<file path="src/rtl/sonar_envio_ascii_if.sv">
// ============================================================================
// Module   : sonar_envio_ascii_if
// Purpose  : Request and serial-line bundle for the sonar ASCII UART sender.
// Revision : 1.0
// ============================================================================
`default_nettype none

interface sonar_envio_ascii_if;
    logic        partida;
    logic [11:0] angulo;
    logic [11:0] distancia;
    logic        saida_serial;
    logic        ocupado;
    logic        pronto;
    logic [3:0]  db_estado;

    modport master (
        output partida, angulo, distancia,
        input  saida_serial, ocupado, pronto, db_estado
    );

    modport slave (
        input  partida, angulo, distancia,
        output saida_serial, ocupado, pronto, db_estado
    );
endinterface

`default_nettype wire

</file>
<file path="src/rtl/sonar_envio_ascii.sv">
// ============================================================================
// Module   : sonar_envio_ascii
// Purpose  : Sends "AAA,DDD#" over a UART line (7 data bits, 2 stop bits);
//            define SONAR_ENVIO_PARIDADE_EN to add an even-parity bit.
// Revision : 1.0
// ============================================================================
`default_nettype none

module sonar_envio_ascii #(
    parameter int BAUD_DIV = 434
) (
    input  wire logic          clock,
    input  wire logic          reset,
    sonar_envio_ascii_if.slave bus
);

    localparam int TICK_W = (BAUD_DIV > 1) ? $clog2(BAUD_DIV) : 1;

    typedef enum logic [3:0] {
        S_INICIAL  = 4'h0,
        S_CARREGA  = 4'h1,
        S_START    = 4'h2,
        S_DADOS    = 4'h3,
        S_PARIDADE = 4'h4,
        S_STOP     = 4'h5,
        S_PROXIMO  = 4'h6,
        S_FINAL    = 4'hF
    } estado_t;

    estado_t           estado_q;
    logic [TICK_W-1:0] tick_q;
    logic [2:0]        bit_q;
    logic [2:0]        char_q;
    logic [11:0]       ang_q;
    logic [11:0]       dist_q;
    logic [6:0]        dado_q;
    logic              saida_q;
    logic              ocupado_q;
    logic              pronto_q;
`ifdef SONAR_ENVIO_PARIDADE_EN
    logic              par_q;
`endif

    logic              fim_bit;
    logic [6:0]        carga0_d;
    logic [6:0]        carga_prox_d;

    function automatic logic [6:0] ascii_de(input logic [3:0] n);
        return (n <= 4'd9) ? (7'h30 + {3'b000, n}) : 7'h3F;
    endfunction

    function automatic logic [6:0] caractere(input logic [2:0]  idx,
                                             input logic [11:0] a,
                                             input logic [11:0] d);
        logic [6:0] c;
        case (idx)
            3'd0:    c = ascii_de(a[11:8]);
            3'd1:    c = ascii_de(a[7:4]);
            3'd2:    c = ascii_de(a[3:0]);
            3'd3:    c = 7'h2C;
            3'd4:    c = ascii_de(d[11:8]);
            3'd5:    c = ascii_de(d[7:4]);
            3'd6:    c = ascii_de(d[3:0]);
            default: c = 7'h23;
        endcase
        return c;
    endfunction

    // CARREGA never occupies a cycle: the character decode is folded into
    // the transitions that enter START, so the start bit follows partida.
    assign carga0_d     = caractere(3'd0, bus.angulo, bus.distancia);
    assign carga_prox_d = caractere(char_q + 3'd1, ang_q, dist_q);
    assign fim_bit      = (tick_q == TICK_W'(BAUD_DIV - 1));

    always_ff @(posedge clock or negedge reset) begin
        if (!reset) begin
            estado_q  <= S_INICIAL;
            tick_q    <= '0;
            bit_q     <= '0;
            char_q    <= '0;
            ang_q     <= '0;
            dist_q    <= '0;
            dado_q    <= '0;
            saida_q   <= 1'b1;
            ocupado_q <= 1'b0;
            pronto_q  <= 1'b0;
`ifdef SONAR_ENVIO_PARIDADE_EN
            par_q     <= 1'b0;
`endif
        end else begin
            pronto_q <= 1'b0;
            if (estado_q == S_INICIAL || estado_q == S_FINAL || fim_bit)
                tick_q <= '0;
            else
                tick_q <= tick_q + TICK_W'(1);

            case (estado_q)
                S_INICIAL: begin
                    saida_q   <= 1'b1;
                    ocupado_q <= 1'b0;
                    bit_q     <= '0;
                    char_q    <= '0;
                    if (bus.partida) begin
                        ang_q     <= bus.angulo;
                        dist_q    <= bus.distancia;
                        dado_q    <= carga0_d;
                        saida_q   <= 1'b0;
                        ocupado_q <= 1'b1;
                        estado_q  <= S_START;
                    end
                end
                S_START: if (fim_bit) begin
`ifdef SONAR_ENVIO_PARIDADE_EN
                    par_q    <= ^dado_q;
`endif
                    saida_q  <= dado_q[0];
                    dado_q   <= dado_q >> 1;
                    bit_q    <= '0;
                    estado_q <= S_DADOS;
                end
                S_DADOS: if (fim_bit) begin
                    if (bit_q == 3'd6) begin
`ifdef SONAR_ENVIO_PARIDADE_EN
                        saida_q  <= par_q;
                        estado_q <= S_PARIDADE;
`else
                        saida_q  <= 1'b1;
                        estado_q <= S_STOP;
`endif
                    end else begin
                        bit_q   <= bit_q + 3'd1;
                        saida_q <= dado_q[0];
                        dado_q  <= dado_q >> 1;
                    end
                end
`ifdef SONAR_ENVIO_PARIDADE_EN
                S_PARIDADE: if (fim_bit) begin
                    saida_q  <= 1'b1;
                    estado_q <= S_STOP;
                end
`endif
                S_STOP: if (fim_bit) begin
                    estado_q <= S_PROXIMO;
                end
                // PROXIMO carries the second stop bit and picks the successor.
                S_PROXIMO: if (fim_bit) begin
                    if (char_q == 3'd7) begin
                        ocupado_q <= 1'b0;
                        pronto_q  <= 1'b1;
                        estado_q  <= S_FINAL;
                    end else begin
                        char_q   <= char_q + 3'd1;
                        dado_q   <= carga_prox_d;
                        saida_q  <= 1'b0;
                        estado_q <= S_START;
                    end
                end
                S_FINAL: begin
                    estado_q <= S_INICIAL;
                end
                default: begin
                    estado_q <= S_INICIAL;
                end
            endcase
        end
    end

    assign bus.saida_serial = saida_q;
    assign bus.ocupado      = ocupado_q;
    assign bus.pronto       = pronto_q;
    assign bus.db_estado    = estado_q;

endmodule

`default_nettype wire
</file>
<file path="src/flat_wrapper.sv">
// flat-port wrapper written by rule: the top's interface ports become plain ports
module sonar_envio_ascii_flat 
#(
    parameter int BAUD_DIV = 434
)
  (clock, reset, bus_partida, bus_angulo, bus_distancia, bus_saida_serial, bus_ocupado, bus_pronto, bus_db_estado);
  sonar_envio_ascii_if bus_i ();
  input  wire logic clock;
  input  wire logic reset;
  input wire logic [$bits(bus_i.partida)-1:0] bus_partida;
  input wire logic [$bits(bus_i.angulo)-1:0] bus_angulo;
  input wire logic [$bits(bus_i.distancia)-1:0] bus_distancia;
  output wire logic [$bits(bus_i.saida_serial)-1:0] bus_saida_serial;
  output wire logic [$bits(bus_i.ocupado)-1:0] bus_ocupado;
  output wire logic [$bits(bus_i.pronto)-1:0] bus_pronto;
  output wire logic [$bits(bus_i.db_estado)-1:0] bus_db_estado;
  assign bus_i.partida = bus_partida;
  assign bus_i.angulo = bus_angulo;
  assign bus_i.distancia = bus_distancia;
  assign bus_saida_serial = bus_i.saida_serial;
  assign bus_ocupado = bus_i.ocupado;
  assign bus_pronto = bus_i.pronto;
  assign bus_db_estado = bus_i.db_estado;
  sonar_envio_ascii #(.BAUD_DIV(BAUD_DIV)) u_core (.clock(clock), .reset(reset), .bus(bus_i));
endmodule
</file>
<file path="config.mk">
export PLATFORM = sky130hd
export DESIGN_NAME = sonar_envio_ascii_flat
export DESIGN_NICKNAME = d
export VERILOG_FILES = /design/src/rtl/sonar_envio_ascii_if.sv /design/src/rtl/sonar_envio_ascii.sv /design/src/flat_wrapper.sv
export SDC_FILE = /design/constraint.sdc
export NUM_CORES = 1
export LEC_CHECK = 0
export CAP_MARGIN = 20
export CORE_MARGIN = 2
export CORE_UTILIZATION = 50
export DETAILED_ROUTE_END_ITERATION = 10
export PLACE_DENSITY = 0.73
export SLEW_MARGIN = 20
export SYNTH_ARGS = -nofsm -noshare
export SYNTH_HDL_FRONTEND = slang
export SYNTH_SLANG_ARGS = --single-unit
</file>
<file path="constraint.sdc">
create_clock -name clock -period 2.6 [get_ports clock]
set_input_delay 0.39 -clock clock [delete_from_list [all_inputs] [get_ports clock]]
set_output_delay 0.39 -clock clock [all_outputs]
set_load 0.005 [all_outputs]
</file>
==> flow_summary_export.csv <==
group,metric,value,unit
logic_synthesis,synthTopCellsByCount,"dfrtp_1, nor2_1, mux2_2",
floorplan,initial_utilization,51.23,%
sta,fmax,431.9,MHz
logic_synthesis,ys_top_cells_by_area,"dfrtp_1, mux2_2, ha_1, nor2_1, a21oi_1",
logic_synthesis,synth_top_cell_by_area,"dfrtp_1",
sta,period_minus_slack,2315,ps
job,cap_violations,0,
layout,nFillCells,468,
setup_path,cp.required,2780,ps
placed_design,dp_hpwl,4152,um
placed_design,gp_congestion,0.8585,
sta,tightest_slew,673.9,ps
placed_design,place_worst_setup_slack,328.7,ps
logic_synthesis,yosys.area_share.xor_xnor,2.499,%
setup_path,critPathTopFamily,"compound AO/OA/AOI/OAI gates",
logic_synthesis,synth_fp_nets,307,
routing,wl_per_cell,14.59,um
logic_synthesis,synthMuxAreaShare,9.639,%
logic_synthesis,synth_top_family_by_area,"compound AO/OA/AOI/OAI gates",
floorplan,core,0.005473,sq mm
logic_synthesis,synth_edf_count,0,
setup_path,worstPathCellList,"ha_1 -> ha_1 -> inv_1 -> a2111oi_1 -> nor2_1 -> a222oi_1 -> a21oi_1",
logic_synthesis,netlist_instances,269,
clocking,cts_max_path_buffers,2,
clocking,cts_buffers,5,
placed_design,dpl_cell_area,0.003203,sq mm
setup_path,r2r_slack,280,ps
logic_synthesis,yosys.area_share.adder,4.909,%
logic_synthesis,syn_area,0.002804,sq mm
power,p_sw,0.2851,mW
setup_path,slowest_delay,630,ps
logic_synthesis,yosysWarnings,0,
logic_synthesis,synth_flop_cell,"dfrtp_1",
layout,utilization,60.68,%
min_path,holdCritPathClass,"in -> async",
power,clkPwrFrac,38.4,%
sta,period_share,89.05,%
outcome,status,"finished clean",
routing,drtIter0Drc,220,
sta,final-max-slew-violation-count,0,
setup_path,cp_max_fo,6,
setup_path,cpMostUsedCell,"ha_1",
clocking,path_clk_slew,90,ps
grt,first_global_vias,2110,
sta,finalSetupViolCount,0,
logic_synthesis,synth_compound_area_share,17.72,%
sta,fin_ws,284.7,ps
setup_path,r2r-start,"u_core.char_q[0]$_DFFE_PN0P_",
setup_path,critPathBufInv,1,
clocking,cts_tree,"done",
sta,grt_setup_unrepaired,"no",
floorplan,boundaryPins,34,
setup_path,worst_ep_arrival_time,2500,ps
power,irDropWorstVdd,0.1875,mV
placed_design,io_buffer_count,33,
power,power-per-cell-area,427.0,mW/mm^2
logic_synthesis,postSynthAreaPerCell,10.42,sq um
setup_path,reg2regPathDepth,7,
layout,areaGrowthSynthToFinish,18.43,%
setup_path,critPathKind,"reg -> reg",
logic_synthesis,yosys.area.top_type_share,45.52,%
logic_synthesis,synth-seq-area-share,46.45,%
routing,antenna_left,0,
sta,maxSlewHeadroom,54.96,%
grt,antenna_found_initial,0,
routing,routed_via_density,5.726,
layout,final_area,0.003321,sq mm
power,power.internal,1.133,mW
power,seqPwrFrac,57.0,%
logic_synthesis,yosys.area_share.simple,14.99,%
routing,drc,0,
clocking,cts.sinks,52,
logic_synthesis,synth_cell_types,57,
sta,hold_viol,0,
grt,grt_pass1_wl,9777,um
setup_path,r2r_end,"u_core.dado_q[3]$_DFFE_PN0P_",
grt,grt-ovfl-total,0,
power,switching_share,20.11,%
routing,vias,2170,
logic_synthesis,synth-seq-cells,52,
sta,fin_skew,4.738,ps
floorplan,dieArea,0.006223,sq mm
floorplan,die_height,78.89,um
clocking,clock_latency,300,ps
logic_synthesis,synthArstFlopShare,100.0,%
layout,drive_gt1_share,15.64,%
grt,grt_use_total,19.56,%
setup_path,critPathSlowestCell,"a2111oi_1",
sta,finalSetupTns,0,ps
layout,antenna_cells,0,
layout,fin_nets,344,
clocking,cts-htree-levels,2,
routing,dr.pass1.iters,4,
clocking,cts-root-buf,"clkbuf_8",
clocking,post-cts-setup-buffers,0,
power,leakage,1.434,nW
floorplan,die_w,78.89,um
setup_path,end_kind,"flip-flop",
logic_synthesis,synth_most_common_cell,"dfrtp_1",
routing,drt-total-wl,5531,um
setup_path,crit_path_start_kind,"flip-flop",
floorplan,row_count,27,
power,combPwrFrac,4.6,%
grt,grt_max_degree,23,
per-layer routing:
metal | global-route usage [%] | share of wire, % | up-vias
met3 | 4.318 | 5.5 | 9
met4 | 6.034 | 1.6 | 0
met1 | 27.38 | 48 | 1038
met5 | 0 | 0 | -
li1 | - | - | 1054
met2 | 30.60 | 45 | 69
kinds of logic after synthesis:
family,Yosys count
compound gates,75
buf+inv,22
simple gates,77
fa+ha+maj,11
flops,52
mux,24
xor+xnor,8
stage by stage:
step	total power [mW]	instances	hold slack, ps
final	1.418	379	497.9
after global routing	1.471	379	518.8
after CTS	1.427	379	509.0
after detailed placement	0.8896	370	298.1
after global placement	0.8890	370	296.9
after floorplan	0.8290	269	94.41
power by group through the flow:
stage | Clock [mW] | Sequential, mW | Combinational [mW]
2_1_floorplan | 0 | 0.824 | 0.00473
3_3_place_gp | 0 | 0.824 | 0.0649
3_5_place_dp | 0 | 0.824 | 0.0655
4_1_cts | 0.553 | 0.808 | 0.0669
5_1_grt | 0.591 | 0.808 | 0.0724
6_report | 0.545 | 0.808 | 0.0651
what timing repair did:
item                      4_1_cts  5_1_grt
resized for setup               0        0
hold endpoints to repair       11        0
hold buffers                    1        0
sequential cells by signal, summed over array words and instances (netlist names):
register                 cells
u_core.ang_q                12
u_core.dist_q               12
u_core.tick_q                9
u_core.dado_q                6
u_core.bus.db_estado         4
u_core.bit_q                 3
u_core.char_q                3
u_core.bus.ocupado           1
u_core.bus.pronto            1
u_core.bus.saida_serial      1
worst register-to-register path: stages, from the launching register on:
cell	delay, ps
dfrtp_1	450
ha_1	220
ha_1	280
inv_1	100
a2111oi_1	630
nor2_1	90
a222oi_1	300
a21oi_1	110
placed cells by master (no fill, tap or decap), types with 2 or more instances in the layout:
| cell type | n |
|---|---|
| clkdlybuf4s50_1 | 32 |
| a22oi_1 | 2 |
| clkbuf_8 | 5 |
| inv_1 | 12 |
| nand4_1 | 3 |
| nand3_1 | 8 |
| o21a_1 | 3 |
| o21ai_0 | 18 |
| ha_1 | 11 |
| a211oi_1 | 7 |
| nor2b_1 | 5 |
| mux2_1 | 2 |
| nor2_1 | 27 |
| o22a_1 | 2 |
| and4_1 | 2 |
| dfrtp_1 | 51 |
| a21oi_1 | 18 |
| nand2_1 | 12 |
| a31oi_1 | 4 |
| o22ai_1 | 3 |
| buf_4 | 6 |
| nor3_1 | 3 |
| mux2_2 | 22 |
| or3_1 | 2 |
| xnor2_1 | 4 |
| o211ai_1 | 3 |
| xor2_1 | 4 |
| o21ai_1 | 3 |
cell type report:
cell class	instances	area, sq um	share of cell area, %
tap	72	90.09	2.713
inverter	12	45.04	1.356
clock buffer	6	72.57	2.185
sequential	52	1303	39.22
multi-input combinational	195	1395	42.01
timing repair buffer	40	380.4	11.45
clock inverter	2	35.03	1.055
worst max-delay path by stage:
stage	start	end	slack [ps]	cells after the start
after floorplan	u_core.char_q[0]$_DFFE_PN0P_	u_core.dado_q[3]$_DFFE_PN0P_	530	7
final	u_core.char_q[0]$_DFFE_PN0P_	u_core.dado_q[3]$_DFFE_PN0P_	280	7
after global placement	u_core.char_q[0]$_DFFE_PN0P_	u_core.dado_q[3]$_DFFE_PN0P_	380	7
after global routing	u_core.char_q[0]$_DFFE_PN0P_	u_core.dado_q[3]$_DFFE_PN0P_	110	7
after detailed placement	u_core.char_q[0]$_DFFE_PN0P_	u_core.dado_q[3]$_DFFE_PN0P_	330	7
after CTS	u_core.char_q[0]$_DFFE_PN0P_	u_core.dado_q[3]$_DFFE_PN0P_	300	7
(Power assumes the default switching activity.)
